**src/rtl/time_set_controller.sv**
```systemverilog
// Time-entry controller: debounced mode/inc buttons drive an hours->minutes->seconds edit and a BCD load strobe.
// Latency: 2 sync + DEBOUNCE_CYCLES to the debounced level, +1 cycle to the event; outputs update on the consuming edge.
// Backpressure: none; the counter must accept load whenever it pulses. Optional auto-repeat: TIME_SET_AUTOREPEAT_EN.
module time_set_controller #(
   parameter int DEBOUNCE_CYCLES = 1_000_000,
   parameter int BLINK_CYCLES    = 12_500_000,
   parameter int HOLD_CYCLES     = 25_000_000,
   parameter int REPEAT_CYCLES   = 5_000_000
) (
   input  logic       clk,
   input  logic       reset,
   input  logic       btn_mode,
   input  logic       btn_inc,
   input  logic [3:0] cur_hr_tens,
   input  logic [3:0] cur_hr_ones,
   input  logic [3:0] cur_min_tens,
   input  logic [3:0] cur_min_ones,
   input  logic [3:0] cur_sec_tens,
   input  logic [3:0] cur_sec_ones,
   output logic [3:0] set_hr_tens,
   output logic [3:0] set_hr_ones,
   output logic [3:0] set_min_tens,
   output logic [3:0] set_min_ones,
   output logic [3:0] set_sec_tens,
   output logic [3:0] set_sec_ones,
   output logic       set_active,
   output logic       load,
   output logic [1:0] field_sel,
   output logic       blink
);

   localparam int DW = $clog2(DEBOUNCE_CYCLES + 1);
   localparam int BW = $clog2(BLINK_CYCLES + 1);
   localparam logic [DW-1:0] DB_LAST = DW'(DEBOUNCE_CYCLES - 1);
   localparam logic [BW-1:0] BL_LAST = BW'(BLINK_CYCLES - 1);

   // State encoding doubles as the field_sel code.
   typedef enum logic [1:0] {
      RUN     = 2'b00,
      SET_HR  = 2'b01,
      SET_MIN = 2'b10,
      SET_SEC = 2'b11
   } state_e;

   // Bit 0 = mode button, bit 1 = increment button.
   logic [1:0]         sync1_q, sync2_q, deb_q, deb_prev_q;
   logic [1:0][DW-1:0] db_cnt_q;
   logic               mode_evt, inc_press, inc_evt, in_set;

   state_e             state_q, state_d;
   logic [2:0][7:0]    val_q, val_d;      // [0]=hours [1]=minutes [2]=seconds, each {tens,ones}
   logic               load_q, load_d;
   logic               blink_q, blink_d;
   logic [BW-1:0]      bcnt_q, bcnt_d;

   // Increment a BCD pair, wrapping at 23 for hours and at 59 otherwise.
   function automatic logic [7:0] bcd_inc(input logic [7:0] v, input logic is_hr);
      logic [3:0] t, o;
      t = v[7:4];
      o = v[3:0];
      if (is_hr && t == 4'd2 && o == 4'd3) return 8'h00;
      if (o == 4'd9) begin
         if (!is_hr && t == 4'd5) return 8'h00;
         return {t + 4'd1, 4'd0};
      end
      return {t, o + 4'd1};
   endfunction

   // Out-of-range or non-BCD snapshots enter the edit as 00.
   function automatic logic [7:0] sanitize(input logic [3:0] t, input logic [3:0] o, input logic is_hr);
      logic ok;
      ok = (t <= 4'd9) && (o <= 4'd9);
      if (is_hr) ok = ok && ((t < 4'd2) || (t == 4'd2 && o <= 4'd3));
      else       ok = ok && (t <= 4'd5);
      return ok ? {t, o} : 8'h00;
   endfunction

   // Synchronize both buttons and accept a level only after it has been stable long enough.
   always_ff @(posedge clk or negedge reset) begin
      if (!reset) begin
         sync1_q    <= '0;
         sync2_q    <= '0;
         deb_q      <= '0;
         deb_prev_q <= '0;
         db_cnt_q   <= '0;
      end else begin
         sync1_q    <= {btn_inc, btn_mode};
         sync2_q    <= sync1_q;
         deb_prev_q <= deb_q;
         for (int i = 0; i < 2; i++) begin
            if (sync2_q[i] != deb_q[i]) begin
               if (db_cnt_q[i] == DB_LAST) begin
                  deb_q[i]    <= sync2_q[i];
                  db_cnt_q[i] <= '0;
               end else begin
                  db_cnt_q[i] <= db_cnt_q[i] + 1'b1;
               end
            end else begin
               db_cnt_q[i] <= '0;
            end
         end
      end
   end

   assign mode_evt  = deb_q[0] & ~deb_prev_q[0];
   assign inc_press = deb_q[1] & ~deb_prev_q[1];
   assign in_set    = (state_q != RUN);

`ifdef TIME_SET_AUTOREPEAT_EN
   localparam int RMAX = (HOLD_CYCLES > REPEAT_CYCLES) ? HOLD_CYCLES : REPEAT_CYCLES;
   localparam int RW   = $clog2(RMAX + 1);
   localparam logic [RW-1:0] HOLD_LAST = RW'(HOLD_CYCLES - 1);
   localparam logic [RW-1:0] REP_LAST  = RW'(REPEAT_CYCLES - 1);

   logic [RW-1:0] rep_cnt_q;
   logic          rep_phase_q;   // 0 = waiting out the initial hold, 1 = repeating
   logic          rep_fire;

   assign rep_fire = in_set && deb_q[1] &&
                     (rep_phase_q ? (rep_cnt_q == REP_LAST) : (rep_cnt_q == HOLD_LAST));
   assign inc_evt  = inc_press | rep_fire;

   // Time a held increment button; release, a mode event or leaving edit restarts the hold.
   always_ff @(posedge clk or negedge reset) begin
      if (!reset) begin
         rep_cnt_q   <= '0;
         rep_phase_q <= 1'b0;
      end else if (!in_set || !deb_q[1] || mode_evt) begin
         rep_cnt_q   <= '0;
         rep_phase_q <= 1'b0;
      end else if (rep_fire) begin
         rep_cnt_q   <= '0;
         rep_phase_q <= 1'b1;
      end else begin
         rep_cnt_q   <= rep_cnt_q + 1'b1;
      end
   end
`else
   assign inc_evt = inc_press;
`endif

   // Edit-state, digit, load and blink registers.
   always_ff @(posedge clk or negedge reset) begin
      if (!reset) begin
         state_q <= RUN;
         val_q   <= '0;
         load_q  <= 1'b0;
         blink_q <= 1'b0;
         bcnt_q  <= '0;
      end else begin
         state_q <= state_d;
         val_q   <= val_d;
         load_q  <= load_d;
         blink_q <= blink_d;
         bcnt_q  <= bcnt_d;
      end
   end

   // Next state: mode walks the fields (and wins over inc), inc steps the selected field, blink free-runs otherwise.
   always_comb begin
      state_d = state_q;
      val_d   = val_q;
      load_d  = 1'b0;
      blink_d = blink_q;
      bcnt_d  = bcnt_q;
      if (state_q == RUN) begin
         blink_d = 1'b0;
         bcnt_d  = '0;
         if (mode_evt) begin
            state_d  = SET_HR;
            val_d[0] = sanitize(cur_hr_tens,  cur_hr_ones,  1'b1);
            val_d[1] = sanitize(cur_min_tens, cur_min_ones, 1'b0);
            val_d[2] = sanitize(cur_sec_tens, cur_sec_ones, 1'b0);
            blink_d  = 1'b1;
         end
      end else if (mode_evt) begin
         blink_d = 1'b1;
         bcnt_d  = '0;
         case (state_q)
            SET_HR:  state_d = SET_MIN;
            SET_MIN: state_d = SET_SEC;
            default: begin
               state_d = RUN;
               load_d  = 1'b1;
               blink_d = 1'b0;
            end
         endcase
      end else if (inc_evt) begin
         blink_d = 1'b1;
         bcnt_d  = '0;
         case (state_q)
            SET_HR:  val_d[0] = bcd_inc(val_q[0], 1'b1);
            SET_MIN: val_d[1] = bcd_inc(val_q[1], 1'b0);
            default: val_d[2] = bcd_inc(val_q[2], 1'b0);
         endcase
      end else if (bcnt_q == BL_LAST) begin
         blink_d = ~blink_q;
         bcnt_d  = '0;
      end else begin
         bcnt_d  = bcnt_q + 1'b1;
      end
   end

   assign set_hr_tens  = val_q[0][7:4];
   assign set_hr_ones  = val_q[0][3:0];
   assign set_min_tens = val_q[1][7:4];
   assign set_min_ones = val_q[1][3:0];
   assign set_sec_tens = val_q[2][7:4];
   assign set_sec_ones = val_q[2][3:0];
   assign set_active   = in_set;
   assign field_sel    = state_q;
   assign load         = load_q;
   assign blink        = blink_q;

endmodule

```
**config.mk**
```make
export PLATFORM = sky130hd
export DESIGN_NAME = time_set_controller
export DESIGN_NICKNAME = d
export VERILOG_FILES = /design/src/rtl/time_set_controller.sv
export SDC_FILE = /design/constraint.sdc
export NUM_CORES = 1
export LEC_CHECK = 0
export ABC_AREA = 1
export ABC_CLOCK_PERIOD_IN_PS = 2100
export CAP_MARGIN = 0
export CORE_MARGIN = 2
export CORE_UTILIZATION = 25
export CTS_CLUSTER_DIAMETER = 40
export DETAILED_ROUTE_END_ITERATION = 8
export HOLD_SLACK_MARGIN = 0.03
export PLACE_DENSITY_LB_ADDON = 0.12
export RECOVER_POWER = 50
export SLEW_MARGIN = 10
export SYNTH_ARGS = -nofsm -noshare
export SYNTH_HDL_FRONTEND = slang
export SYNTH_SLANG_ARGS = --single-unit
```
**constraint.sdc**
```tcl
create_clock -name clk -period 2.1 [get_ports clk]
set_input_delay 0.63 -clock clk [delete_from_list [all_inputs] [get_ports clk]]
set_output_delay 0.63 -clock clk [all_outputs]
set_load 0.05 [all_outputs]
```
; ---- Word level (Yosys, flattened, before mapping)
; Index checks and enable logic that the tools add are counted.
[op_classes]
n_bitwise = 5
mux = 82
eq_ne = 18
reduce_logical = 27
n_addsub = 9
magnitude_cmp = 10
[op_table]
columns = cell, count
row1 = $mux W24, 8
row2 = $mux W8, 18
row3 = $mux W20, 4
row4 = $mux W1, 48
row5 = $add A20 B1 Y20 const B, 2
row6 = $eq A20 B20 Y1 const B, 2
row7 = $add A24 B1 Y24 const B, 1
row8 = $add A4 B1 Y4 const B, 6
row9 = $eq A24 B24 Y1 const B, 1
row10 = $le A4 B4 Y1 const B, 6
row11 = $reduce_and A5 Y1, 3
row12 = $eq A4 B2 Y1 const B, 3
row13 = $eq A4 B4 Y1 const B, 3
row14 = $reduce_and A4 Y1, 3
row15 = $reduce_bool A2 Y1, 6
row16 = $eq A4 B3 Y1 const B, 2
row17 = $le A4 B3 Y1 const B, 2
row18 = $logic_and A1 B1 Y1, 8
row19 = $mux W2, 3
row20 = $le A4 B2 Y1 const B, 1
row21 = $lt A4 B2 Y1 const B, 1
row22 = $ne A2 B1 Y1 const B, 2
row23 = $pmux W2 S2, 1
row24 = $reduce_and A2 Y1, 2
row25 = 11 further kinds, 15
[word_totals]
output_inout_bits = 29
inputBits = 28
ff_bits = 100

; ---- Longest topological paths before layout
[depth]
word_depth = 18
depth_mapped = 12

; ---- Worst setup path before layout
; Ideal clock, no wire load.
[synth_path]
path_kind = register to output
from = register state_q[0], in the netlist field_sel[0]
to = output port set_active
path_slack_ns = -0.195
path_stages_with_launch = 6
t_arrival_ns = 1.665
path_buffers = 2
path_cell_list = dfrtp_1 -> inv_1 -> ha_1 -> inv_2 -> buf_2 -> buf_2
[synth_between]
elab_chain_cells = 1
[synth_lines]
columns = item, line
row1 = "start, declared", 50  ; state_e state_q, state_d;
row2 = "start signal, assigned", 151  ; state_q <= state_d;
row3 = $reduce_bool A2 Y1, 107  ; assign in_set = (state_q != RUN);
row4 = "end, declared", 26  ; output logic set_active,
; Every way passes these cells.

; ---- Worst setup path in the final report
; Ends and elaborated chain as after synthesis.

==> flow_metrics.tcl <==
set metrics [dict create \
    ir_drop_uv 343.8 \
    cts_buffers 9 \
    grt_pass1_wl_um 25240 \
    ys.flop_type "dfrtp_1" \
    power_density_nw_per_um2 581.3 \
    initial_core_util_pct 25.60 \
    period_share_pct 93.55 \
    die_w_um 156.5 \
    synth_area_leaders "dfrtp_1 43%, nand2_1 14%, nor2_1 10%, inv_1 5.4%, nand3_1 4.9%" \
    synth_cell_types 34 \
    critPathMaxFanout 3 \
    cap_violations 0 \
    die_y_um 156.5 \
    clock_path_buffers 2 \
    pre_cts_slack_ps 78.31 \
    hold_violations 0 \
    diodes 0 \
    async_flop_share_pct 100.0 \
    area_growth_pct 21.26 \
    power.total_mw 4.099 \
    avgSynthCellArea_um2 7.250 \
    yosys.area.top_type "dfrtp_1" \
    drtIter0Drc 235 \
    wl_um 14760 \
    overflow 0 \
    synth_edf_count 0 \
    seq_area_frac_synth_pct 43.04 \
    rsz0062_at_grt "false" \
    vias 4980 \
    drc 0 \
    synth_top_area_share_pct 43.04 \
    setup_viol 0 \
    skew_ps 10.64 \
    clk_pin_slew_worst_paths_ps 70 \
    final_cell_area_um2 7051 \
    drtPass1Iterations 4 \
    cts_tree "built" \
    insertion_delay_ps 350 \
    p_leak_nw 3.070 \
    criticalPathCategory "flop to output port" \
    via_per_inst 4.275 \
    syn_nets 845 \
    grt_pass1_vias 5017 \
    nNetsFinal 918 \
    dpl.hpwl_um 11080 \
    routedWlPerCell_um 12.67 \
    core_region_area_um2 22710 \
    h-tree-depth 3 \
    place_area_um2 6714 \
    grt_max_degree 45 \
    synthCells 802 \
    critPathMaxStageDelay_ps 420 \
    final_util_pct 31.05 \
    finalSetupTns_ps 0 \
    startpoint_type "flop" \
    endpoint_kind "output port" \
    worst_pin_slew_ps 1173 \
    die-area_um2 24490 \
    globalplace.congestion 0.7616 \
    ys_top_cells_by_count "222 x nand2_1, 162 x nor2_1, 100 x dfrtp_1" \
    hp-class "primary input to asynchronous set/reset pin" \
    max_freq_mhz 509.0 \
    clock-sinks 100 \
    cp_cell_sequence "inv_1, ha_1, inv_4, buf_4" \
    synth.most_common_cell "nand2_1" \
    core.rowCount 55 \
    critPathSlowestCell "dfrtp_2" \
    slew_headroom_pct 21.81 \
    track_usage_pct 12.95 \
    report.final.slew_viol_count 0 \
    cp.required_ps 1470 \
    ys_ff_latch 100 \
    ant_nets 0 \
    worst_slack_ps 135.4 \
    drive_gt1_share_pct 10.57 \
    cts-root-buf "clkbuf_16" \
    portBuffers 56 \
    outcome "completed" \
    crit_arrival_ps 1330 \
    synthesis.area_um2 5814 \
    post-route-min-period_ps 1965 \
    antenna_found_initial 0 \
    ios 57 \
    yosys_warnings 0 \
]
-- flip-flops by register name (all words and copies together) (netlist names), 4 cells and up --
signal / flops
set_min_ones: 4
set_min_tens: 4
set_hr_ones: 4
set_hr_tens: 4
bcnt_q: 24
set_sec_ones: 4
db_cnt_q: 40
set_sec_tens: 4
-- routing by layer --
metal / track usage, % / vias to the layer above / routed length [µm]
li1: - / 2656 / -
met1: 17.40 / 2259 / 7308
met2: 21.42 / 58 / 6831
met3: 3.019 / 7 / 502
met4: 2.490 / 0 / 118
met5: 0 / - / 0
-- stage by stage --
step,hold slack (ps),instances
after floorplan,331.2,802
after global placement,334.8,1148
after detailed placement,336.3,1148
after CTS,66.15,1165
after global routing,120.0,1165
final,119.3,1165
-- report_power, final --
group / total, mW / internal, mW / leakage (nW) / switching, mW
logic: 0.173 / 0.0722 / 1.62 / 0.101
clock network: 1.98 / 1.21 / 0.170 / 0.773
registers: 1.95 / 1.94 / 1.28 / 0.00893
total: 4.10 / 3.22 / 3.07 / 0.883
-- logic make-up after synthesis --
| logic type | after synthesis | share of synthesized area (%) |
|---|---|---|
| adder cells (fa/ha/maj) | 15 | 3.228 |
| AND/OR/NAND/NOR | 498 | 36.41 |
| XOR/XNOR | 34 | 5.121 |
| buffers and inverters | 98 | 6.585 |
| AO/OA/AOI/OAI | 57 | 5.617 |
| flip-flops | 100 | 43.04 |
-- final cells by class --
| type | count | area (µm²) |
|---|---|---|
| repair buffers | 66 | 549.3 |
| fillers | 2512 | 15660 |
| clock inverters | 5 | 107.6 |
| inverters | 94 | 360.3 |
| clock buffers | 11 | 242.7 |
| multi-input cells | 604 | 2929 |
| well taps | 285 | 356.6 |
| flip-flops and latches | 100 | 2505 |
-- worst paths after layout --
check | start | to | slack [ps] | depth (start not counted)
worst min register to register | sync1_q[1]$_DFF_PN0_ | sync2_q[1]$_DFF_PN0_ | 350 | 0
max in group asynchronous | reset | db_cnt_q[5]$_DFF_PN0_ | 580 | 2
worst max register to register | field_sel[0]$_DFFE_PN0P_ | set_sec_tens[2]$_DFFE_PN0P_ | 180 | 9
worst max-delay path | field_sel[0]$_DFFE_PN0P_ | set_active | 140 | 4
min in group clk | sync1_q[1]$_DFF_PN0_ | sync2_q[1]$_DFF_PN0_ | 350 | 0
worst min-delay path | reset | bcnt_q[17]$_DFF_PN0_ | 120 | 1
-- worst max-delay path: cells and delay by family, from the launching register on --
| kind | cells | cell delay [ps] |
|---|---|---|
| adder cells (fa/ha/maj) | 1 | 220 |
| flip-flops | 1 | 420 |
| buffers and inverters | 3 | 350 |
-- cells in the final DEF, fill, tap and decap left out, drive strengths merged --
| cell type | instances |
|---|---|
| buf | 36 |
| inv | 92 |
| clkinv | 4 |
| xor2 | 24 |
| nand3b | 5 |
| clkdlybuf4s50 | 24 |
| o211ai | 1 |
| nand2 | 229 |
| o21a | 2 |
| nand4 | 13 |
| ha | 15 |
| clkbuf | 15 |
| nand3 | 58 |
| nor3 | 16 |
| dlygate4sd3 | 2 |
| bufinv | 3 |
| nor2 | 174 |
| nor3b | 3 |
| dfrtp | 100 |
| o21bai | 1 |
| xnor2 | 10 |
| a21oi | 14 |
| o21ai | 39 |
-- repair_timing --
action | 4_1_cts | 5_1_grt
hold endpoints to repair | 0 | 0
setup buffers | 1 | 0
setup endpoints to repair | 1 | 0
hold buffers | 0 | 0
resized for setup | 1 | 0
(Power assumes the default switching activity.)
